===== src/rtl/arm_cond_pipe_pkg.sv =====
// Shared types for the ARM condition/control pipeline: the condition-code enum,
// the per-stage control record and the condition evaluator.
package arm_ctrl_pkg;

    typedef enum logic [3:0] {
        COND_EQ = 4'h0,
        COND_NE = 4'h1,
        COND_CS = 4'h2,
        COND_CC = 4'h3,
        COND_MI = 4'h4,
        COND_PL = 4'h5,
        COND_VS = 4'h6,
        COND_VC = 4'h7,
        COND_HI = 4'h8,
        COND_LS = 4'h9,
        COND_GE = 4'hA,
        COND_LT = 4'hB,
        COND_GT = 4'hC,
        COND_LE = 4'hD,
        COND_AL = 4'hE,
        COND_NV = 4'hF
    } cond_e;

    // One record type for every stage register; a bubble is all zeros.
    typedef struct packed {
        logic       valid;
        logic       regwrite;
        logic       memwrite;
        logic       memtoreg;
        logic       pcsrc;
        logic       branch;
        logic       bl;
        logic [1:0] flagwrite;
        logic [3:0] cond;
    } ctrl_t;

    localparam int FLAG_N = 3;
    localparam int FLAG_Z = 2;
    localparam int FLAG_C = 1;
    localparam int FLAG_V = 0;

    function automatic logic cond_eval(input logic [3:0] cond, input logic [3:0] nzcv);
        logic n;
        logic z;
        logic c;
        logic v;
        logic res;
        n = nzcv[FLAG_N];
        z = nzcv[FLAG_Z];
        c = nzcv[FLAG_C];
        v = nzcv[FLAG_V];
        case (cond_e'(cond))
            COND_EQ: res = z;
            COND_NE: res = ~z;
            COND_CS: res = c;
            COND_CC: res = ~c;
            COND_MI: res = n;
            COND_PL: res = ~n;
            COND_VS: res = v;
            COND_VC: res = ~v;
            COND_HI: res = c & ~z;
            COND_LS: res = ~c | z;
            COND_GE: res = (n == v);
            COND_LT: res = (n != v);
            COND_GT: res = ~z & (n == v);
            COND_LE: res = z | (n != v);
            COND_AL: res = 1'b1;
            default: res = 1'b0;
        endcase
        return res;
    endfunction

endpackage


===== src/rtl/arm_cond_pipe_if.sv =====
// Condition-check bundle: the E-stage condition field, flags and valid bit going
// into the checker, and the pass result coming back.
interface arm_cond_pipe_if;
    logic [3:0] cond;
    logic [3:0] flags;
    logic       valid;
    logic       cond_ex;

    modport master (output cond, output flags, output valid, input cond_ex);
    modport slave  (input cond, input flags, input valid, output cond_ex);
endinterface


===== src/rtl/arm_cond_pipe_condcheck.sv =====
// Combinational ARM condition checker for the instruction currently in E.
module arm_condcheck
    import arm_ctrl_pkg::*;
(
    arm_cond_pipe_if.slave cif
);

    assign cif.cond_ex = cif.valid & cond_eval(cif.cond, cif.flags);

endmodule


===== src/rtl/arm_cond_pipe.sv =====
// Control-signal pipeline D->E->M1..Mn->W with NZCV flags, E-stage condition
// gating, stall/flush on E, early branch resolution and a squash counter.
module arm_cond_pipe
    import arm_ctrl_pkg::*;
#(
    parameter int         MEM_LAT   = 1,
    parameter int         CNT_W     = 16,
    parameter logic [3:0] FLAGS_RST = 4'b0000
) (
    input  logic             clk,
    input  logic             reset,
    input  logic             StallE,
    input  logic             FlushE,
    input  logic [3:0]       CondD,
    input  logic             RegWriteD,
    input  logic             MemWriteD,
    input  logic             MemtoRegD,
    input  logic             PCSrcD,
    input  logic             BranchD,
    input  logic             BLD,
    input  logic [1:0]       FlagWriteD,
    input  logic [3:0]       ALUFlagsE,
    output logic [3:0]       FlagsE,
    output logic             CondExE,
    output logic             BranchTakenE,
    output logic             RegWriteM,
    output logic             MemWriteM,
    output logic             MemtoRegM,
    output logic             RegWriteW,
    output logic             MemtoRegW,
    output logic             PCSrcW,
    output logic             BLW,
    output logic [CNT_W-1:0] SquashCount
);

    ctrl_t            e_q, e_d;
    ctrl_t            m1_d;
    ctrl_t            m_q [MEM_LAT];
    ctrl_t            w_q;
    logic [3:0]       flags_q, flags_d;
    logic [CNT_W-1:0] cnt_q, cnt_d;
    logic             cond_ex;
    logic             advance;

    // E leaves to M1 only on an edge where it is neither held nor flushed.
    assign advance = ~StallE & ~FlushE;

    always_comb begin
        e_d = e_q;
        if (FlushE) begin
            e_d = '0;
        end else if (!StallE) begin
            e_d.valid     = 1'b1;
            e_d.regwrite  = RegWriteD;
            e_d.memwrite  = MemWriteD;
            e_d.memtoreg  = MemtoRegD;
            e_d.pcsrc     = PCSrcD;
            e_d.branch    = BranchD;
            e_d.bl        = BLD;
            e_d.flagwrite = FlagWriteD;
            e_d.cond      = CondD;
        end
    end

    always_ff @(posedge clk) begin
        if (reset) begin
            e_q <= '0;
        end else begin
            e_q <= e_d;
        end
    end

    arm_cond_pipe_if cc_if ();

    assign cc_if.cond  = e_q.cond;
    assign cc_if.flags = flags_q;
    assign cc_if.valid = e_q.valid;
    assign cond_ex     = cc_if.cond_ex;

    arm_condcheck u_condcheck (
        .cif (cc_if.slave)
    );

    // Side-effecting bits are gated here; MemtoReg is harmless without RegWrite.
    always_comb begin
        m1_d = '0;
        if (advance && e_q.valid) begin
            m1_d.valid    = 1'b1;
            m1_d.regwrite = e_q.regwrite & cond_ex;
            m1_d.memwrite = e_q.memwrite & cond_ex;
            m1_d.memtoreg = e_q.memtoreg;
            m1_d.pcsrc    = e_q.pcsrc & cond_ex;
            m1_d.bl       = e_q.bl & cond_ex;
        end
    end

    generate
        for (genvar gi = 0; gi < MEM_LAT; gi++) begin : g_mem
            if (gi == 0) begin : g_first
                always_ff @(posedge clk) begin
                    if (reset) begin
                        m_q[gi] <= '0;
                    end else begin
                        m_q[gi] <= m1_d;
                    end
                end
            end else begin : g_rest
                always_ff @(posedge clk) begin
                    if (reset) begin
                        m_q[gi] <= '0;
                    end else begin
                        m_q[gi] <= m_q[gi-1];
                    end
                end
            end
        end
    endgenerate

    always_ff @(posedge clk) begin
        if (reset) begin
            w_q <= '0;
        end else begin
            w_q <= m_q[MEM_LAT-1];
        end
    end

    always_comb begin
        flags_d = flags_q;
        if (advance && cond_ex) begin
            if (e_q.flagwrite[1]) flags_d[FLAG_N:FLAG_Z] = ALUFlagsE[FLAG_N:FLAG_Z];
            if (e_q.flagwrite[0]) flags_d[FLAG_C:FLAG_V] = ALUFlagsE[FLAG_C:FLAG_V];
        end
    end

    always_comb begin
        cnt_d = cnt_q;
        if (advance && e_q.valid && !cond_ex && (cnt_q != {CNT_W{1'b1}})) begin
            cnt_d = cnt_q + 1'b1;
        end
    end

    always_ff @(posedge clk) begin
        if (reset) begin
            flags_q <= FLAGS_RST;
            cnt_q   <= '0;
        end else begin
            flags_q <= flags_d;
            cnt_q   <= cnt_d;
        end
    end

    assign FlagsE       = flags_q;
    assign CondExE      = cond_ex;
    assign BranchTakenE = e_q.branch & cond_ex;
    assign RegWriteM    = m_q[0].regwrite;
    assign MemWriteM    = m_q[0].memwrite;
    assign MemtoRegM    = m_q[0].memtoreg;
    assign RegWriteW    = w_q.regwrite;
    assign MemtoRegW    = w_q.memtoreg;
    assign PCSrcW       = w_q.pcsrc;
    assign BLW          = w_q.bl;
    assign SquashCount  = cnt_q;

    // W carries the full record, but only some fields leave the block.
    logic unused_w_bits;
    assign unused_w_bits = ^{w_q.valid, w_q.memwrite, w_q.branch, w_q.flagwrite, w_q.cond};

endmodule


===== config.mk =====
export PLATFORM = sky130hd
export DESIGN_NAME = arm_cond_pipe
export DESIGN_NICKNAME = d
export VERILOG_FILES = /design/src/rtl/arm_cond_pipe_pkg.sv /design/src/rtl/arm_cond_pipe_if.sv /design/src/rtl/arm_cond_pipe_condcheck.sv /design/src/rtl/arm_cond_pipe.sv
export SDC_FILE = /design/constraint.sdc
export NUM_CORES = 1
export LEC_CHECK = 0
export BUFFER_PORTS_ARGS = -buffer_cell sky130_fd_sc_hd__buf_2
export CAP_MARGIN = 20
export CORE_ASPECT_RATIO = 0.5
export CORE_MARGIN = 2
export CORE_UTILIZATION = 40
export DETAILED_ROUTE_END_ITERATION = 10
export GPL_ROUTABILITY_DRIVEN = 0
export PLACE_DENSITY_LB_ADDON = 0.12
export SLEW_MARGIN = 10
export SYNTH_ARGS = -nofsm -noshare
export SYNTH_HDL_FRONTEND = slang
export SYNTH_SLANG_ARGS = --single-unit

===== constraint.sdc =====
create_clock -name clk -period 2.3 [get_ports clk]
set_clock_uncertainty 0.05 [all_clocks]
set_input_delay 0.23 -clock clk [delete_from_list [all_inputs] [get_ports clk]]
set_output_delay 0.23 -clock clk [all_outputs]
set_load 0.02 [all_outputs]

Yosys cells after proc, flatten, opt, wreduce, memory -nomap -nowiden
Memory sizes are Yosys's and may differ from the RTL's.
Index checks and enable logic that the tools add are counted.
{ "totals": {"regBits": 37, "inputBits": 20, "wordCells": 70, "ramBits": 6, "memories": 1} }
{ "classes": {"n_addsub": 1, "n_bitwise": 17, "reduce_logical": 10, "muxes": 8, "eq_ne": 17} }
{ "memory_table": {"columns": ["name", "words", "word_bits", "read_ports", "rd_ports_with_merged_regs", "wr", "line", "text"], "rows": [
  ["m_q", 1, 6, 1, 0, 1, "arm_cond_pipe.sv:38", "ctrl_t m_q [MEM_LAT];"]
]} }
{ "ops": {"columns": ["operator", "n"], "rows": [
  ["== test 4 bit (second input constant)", 7],
  ["adder 16 x 1 -> 16 bit (second input constant)", 1],
  ["== test 4 x 3 -> 1 bit (second input constant)", 4],
  ["inequality test 16 bit (second input constant)", 1],
  ["one-hot mux 1 bit (15 select lines)", 1],
  ["bitwise AND 1 bit", 9],
  ["== test 4 x 2 -> 1 bit (second input constant)", 2],
  ["2-to-1 mux 6 bit", 1],
  ["NOT 1 bit", 6],
  ["OR reduction 6 bit", 1],
  ["2-to-1 mux 1 bit", 5],
  ["2-to-1 mux 5 bit", 1],
  ["== test 4 x 1 -> 1 bit (second input constant)", 1],
  ["logical AND 1 bit", 4],
  ["zero test 4 bit", 1],
  ["AND reduction 2 bit", 2],
  ["bitwise OR 1 bit", 2],
  ["OR reduction 2 bit", 1],
  ["== test 1 bit", 1],
  ["zero test 1 bit", 1],
  ["inequality test 1 bit", 1]
]} }

Longest topological paths before layout
{ "logic_depth": {"depth_word": 7, "mapped_depth": 10, "mapped_depth_nobuf": 7} }

Modules after synthesis
From an unflattened synthesis, not the netlist that was laid out.
{ "hier_totals": {"hier_cells": 198, "area_unflattened_um2": 1890.6} }
{ "modules_own_cells": {"columns": ["mod", "area_each_um2", "instances", "cells_each"], "rows": [
  ["arm_cond_pipe", 1725.4, 1, 176],
  ["arm_condcheck", 165.2, 1, 22]
]} }

Worst setup path before layout
No wires, ideal clock.
{ "synth_timing": {"kind": "flip-flop to output port", "from": "register flags_q[0] (netlist: FlagsE[0])", "to": "output BranchTakenE", "t_arrival_ps": 2371, "stages_incl_launch_ff": 9, "slack_ps": -351, "path_buffers": 2, "required_ps": 2020, "cell_sequence": "dfxtp_1 > xnor2_2 > a211oi_1 > nor4b_1 > a2111oi_4 > nor2_2 > buf_6 > clkbuf_1 > and2_1"} }
{ "synth_between": {"elab_chain_cells": 5} }
{ "synth_lines": {"columns": ["item", "line", "text"], "rows": [
  ["start: declaration", "arm_cond_pipe.sv:40", "logic [3:0] flags_q, flags_d;"],
  ["start signal: assignment", "arm_cond_pipe.sv:147", "flags_q <= flags_d;"],
  ["inequality test 1 bit or == test 1 bit (tied branches)", null, null],
  ["bitwise OR 1 bit or bitwise AND 1 bit (tied branches)", "arm_cond_pipe_pkg.sv:66, arm_cond_pipe_pkg.sv:65", null],
  ["one-hot mux 1 bit (15 select lines) (*)", "arm_cond_pipe_pkg.sv:52", "case (cond_e'(cond))"],
  ["bitwise AND 1 bit (*)", "arm_cond_pipe_condcheck.sv:8", "assign cif.cond_ex = cif.valid & cond_eval(cif.cond, cif.flags);"],
  ["via CondExE", "arm_cond_pipe.sv:24", "output logic CondExE,"],
  ["bitwise AND 1 bit (*)", "arm_cond_pipe.sv:154", "assign BranchTakenE = e_q.branch & cond_ex;"],
  ["end: declaration", "arm_cond_pipe.sv:25", "output logic BranchTakenE,"]
]} }
Mark *: on every way through the listed nets, which the timed path passes. The rest lies on a longest branch.

Worst setup path after layout
{ "layout_timing": {"from": "register flags_q[3] (netlist: FlagsE[3])", "to": "output BranchTakenE"} }
{ "layout_between": {"elab_chain_cells": 5} }
{ "layout_lines": {"columns": ["item", "line"], "rows": [
  ["inequality test 1 bit or == test 1 bit (tied branches)", null],
  ["bitwise OR 1 bit or bitwise AND 1 bit (tied branches)", "arm_cond_pipe_pkg.sv:66, arm_cond_pipe_pkg.sv:65"],
  ["one-hot mux 1 bit (15 select lines) (*)", "arm_cond_pipe_pkg.sv:52"],
  ["bitwise AND 1 bit (*)", "arm_cond_pipe_condcheck.sv:8"],
  ["bitwise AND 1 bit (*)", "arm_cond_pipe.sv:154"]
]} }
Every way passes the cells marked *; elsewhere a longest branch is shown, timed or not.

==> metrics.md <==
| Metric | Value |
|---|---|
| Total track usage | `18.6%` |
| Failing checks | `setup timing` |
| Final Total Pwr | `1.53 mW` |
| Most common cell in the netlist | `dfxtp_1` |
| Leak | `1.13 nW` |
| Simple-gate share of the synthesized area | `29.9%` |
| Ports | `49` |
| Iteration-0 DRC Markers | `40` |
| Router iterations before antenna repair | `4` |
| Data required, critical path | `2.02 ns` |
| Setup_tns | `-1.24 ns` |
| Largest stage delay, worst path | `0.40 ns` |
| Synth cell types | `37` |
| Outcome | `finished, violations left` |
| P per Cell Area | `552 nW/um2` |
| Rows | `17` |
| Starting Density | `43.1%` |
| Reg2reg start | `FlagsE[3]` |
| # clock sinks | `42` |
| Async set-or-reset flop fraction in the synthesized netlist | `0%` |
| Final Hold Vio Count | `0` |
| Area contributors post-synth | `dfxtp_1 (43%), mux2i_1 (10%), nor2_1 (5.3%)` |
| Compound-cell area share of the yosys netlist | `8.18%` |
| DR vias/cell | `5.11` |
| Max-cap violations | `0` |
| Critical Path AT | `2.15 ns` |
| Post-synth EDFFs | `0` |
| Largest net degree at the start of global routing | `36` |
| Max-Slew Margin vs Limit | `53.7%` |
| Number of diodes | `0` |
| Top delay family on crit path | `compound AO/OA/AOI/OAI gates` |
| Tmin final | `2.43 ns` |
| Post-Synth Adder-Cell Area | `0.634%` |
| WS Path Type | `register to output pin` |
| Clk root buf | `clkbuf_8` |
| Period Utilization, post-route | `106%` |
| PnR worst setup slack | `-0.129 ns` |
| Final Util | `60.5%` |
| Die H | `53.7 um` |
| Remaining DRCs | `0` |
| CTS Hold Bufs | `0` |
| Synth Flop Type | `dfxtp_1` |
| Clock latency on the worst-skew pair | `0.31 ns` |
| Final setup viols | `15` |
| Worst-path fanout max | `4` |
| FMAX | `412 MHz` |
| DP HPWL | `3.13 mm` |
| Routed wire per std cell | `13.1 um` |
| Clock slew at reported path FFs | `0.08 ns` |
| DIE AREA | `5540 um2` |
| Worst reg2reg path endpoint | `SquashCount[2]` |
| DR vias | `1810` |
| CP Capture Type | `output pin` |
| Dpl cell area | `2410 um2` |
| DIE WIDTH | `103 um` |
| Vias in the first global route | `1693` |
| Mux cell area share after synthesis | `14.1%` |
| Initial antenna violation count | `0` |
| CP bufs+invs | `2` |
| Core Box Area | `4570 um2` |
| RSZ-0062 raised after global routing | `true` |
| Slew at the pin with the worst max-slew slack | `0.694 ns` |
| Post-Syn Area per Cell | `9.01 um2` |
| Fraction of layout cells with a size suffix above 1 | `39.2%` |
| Synthesized flop and latch total | `42` |
| Final wirelength | `4.64 mm` |
| Grt ovf | `0` |
| Max-slew violations | `0` |
| Yosys top cell by area | `dfxtp_1` |
| Reg2Reg Setup Slack | `-0.13 ns` |
| Commonest cells post-synth | `dfxtp_1 (42), nor2_1 (28), mux2i_1 (20), nor2b_1 (12), or3_1 (12)` |
| CP endpoint | `BranchTakenE` |
| Post-route ant nets | `0` |
| Reg2Reg Depth | `8` |
| Fin area | `2770 um2` |
| Critical Path Stages | `8` |
| Final Net Count | `308` |
| Synth Area in XOR/XNOR | `0.824%` |
| Synth top area share | `42.6%` |
| CP max-delay cell | `a2111oi_4` |
| Largest family of logic cells by synthesized area | `simple AND/OR/NAND/NOR gates` |
| Most common cell on crit path | `buf_6` |
| Max rail drop VDD | `254 uV` |
| Global-route wire length before repair | `7.73 mm` |
| H-tree levels | `2` |
| Cells after synthesis | `219` |
| CP Launch Type | `register` |
| P&R area growth vs syn | `40.2%` |
| Sequential fraction of the synthesis area | `42.6%` |
| Number of synthesis warnings | `0` |
| Crit path from | `FlagsE[3]` |
| Type of the worst min-delay path | `primary input to register` |
| Worst slack, placed | `-0.0849 ns` |
| Synthesized Nets | `240` |
| CP Cell Sequence | `xnor2_4 > o22ai_1 > a211o_1 > a2111oi_4 > nor2_4 > buf_6 > and2_4 > buf_6` |
| CTS max path bufs | `2` |
| I/O Buffers | `48` |
| CTS tree | `yes` |
| Synth Cell Area | `1970 um2` |
| Num CTS Buffers | `5` |
## cells in the final DEF, fill, tap and decap left out, types with 2 or more instances in the layout
cell and n:
buf_2 46, dfxtp_1 36, nor2_1 27, buf_4 22, mux2i_1 20, nor2b_1 12, or3_1 12, nand2_1 11
nand3_1 7, o21ai_0 7, nand2b_1 6, a21oi_1 6, clkbuf_8 6, buf_6 5, dfxtp_2 4, and3_1 4
nor4_4 4, nor3b_1 3, nor4_1 3, and2_1 3, or4_1 3, a21oi_2 3, mux2_4 3, mux2_2 3
dfxtp_4 2, nand4_1 2, inv_1 2, o31ai_1 2
## report_power, final
part	internal, mW	switching (mW)	total [mW]
registers	0.732	0.00820	0.741
logic	0.0463	0.0490	0.0953
clock network	0.419	0.273	0.692
total	1.20	0.330	1.53
## state kept, by name, summed over array words and instances, names as in the netlist
| name | cells |
|---|---|
| SquashCount | 16 |
| m_q | 5 |
| RegWriteW | 1 |
| e_q | 8 |
| cc_if.cond | 4 |
| cc_if.valid | 1 |
| MemtoRegW | 1 |
| PCSrcW | 1 |
| BLW | 1 |
| FlagsE | 4 |
## stage by stage
stage                     hold slack (ns)  std cells
final                              0.0974        354
after global routing               0.0936        354
after CTS                          0.0957        354
after detailed placement            0.372        340
after global placement              0.375        340
after floorplan                     0.324        219
## timing repair
item | in CTS | in global routing
setup endpoints to repair | 16 | 25
endpoints found under the hold margin | 0 | 0
setup buffers | 6 | 0
gates resized for setup | 27 | 6
pin swaps | 14 | 5
## tightest hold or removal path: stages
cell,delay [ns]
buf_2,0.07
mux2i_1,0.05
nor2_1,0.07
## logic make-up (layout without fill, tap and decap cells)
kind of cell / count (synthesis) / count (layout)
compound gates: 24 / 24
xor+xnor: 1 / 1
fa+ha+maj: 1 / 1
buf+inv: 16 / 85
flops: 42 / 42
mux: 27 / 27
simple gates: 108 / 108
## routing by layer
layer / GRT usage, % / vias up / routed length, um
met2: 31.8 / 43 / 2090
met3: 5.32 / 8 / 238
met5: 0 / - / 0
met4: 7.89 / 0 / 77
met1: 22.3 / 853 / 2230
li1: - / 906 / -
## worst min-delay path by stage
stage / endpoint / startpoint / depth (start not counted)
CTS: cc_if.cond[0] / CondD[0] / 3
global placement: BLW / m_q[0][0] / 1
global route: e_q[8] / PCSrcD / 3
finish: cc_if.cond[0] / CondD[0] / 3
floorplan: cc_if.cond[0] / CondD[0] / 2
detailed placement: BLW / m_q[0][0] / 1
## cell type report
cell class                 instances  area [um2]
clock inverter                     1        30.0
sequential                        42         853
clock buffer                       7         108
inverter                           2        7.51
multi-input combinational        161        1200
fill                             412        1810
tap                               66        82.6
timing repair buffer              75         487
Power figures use the tool's default switching activity.
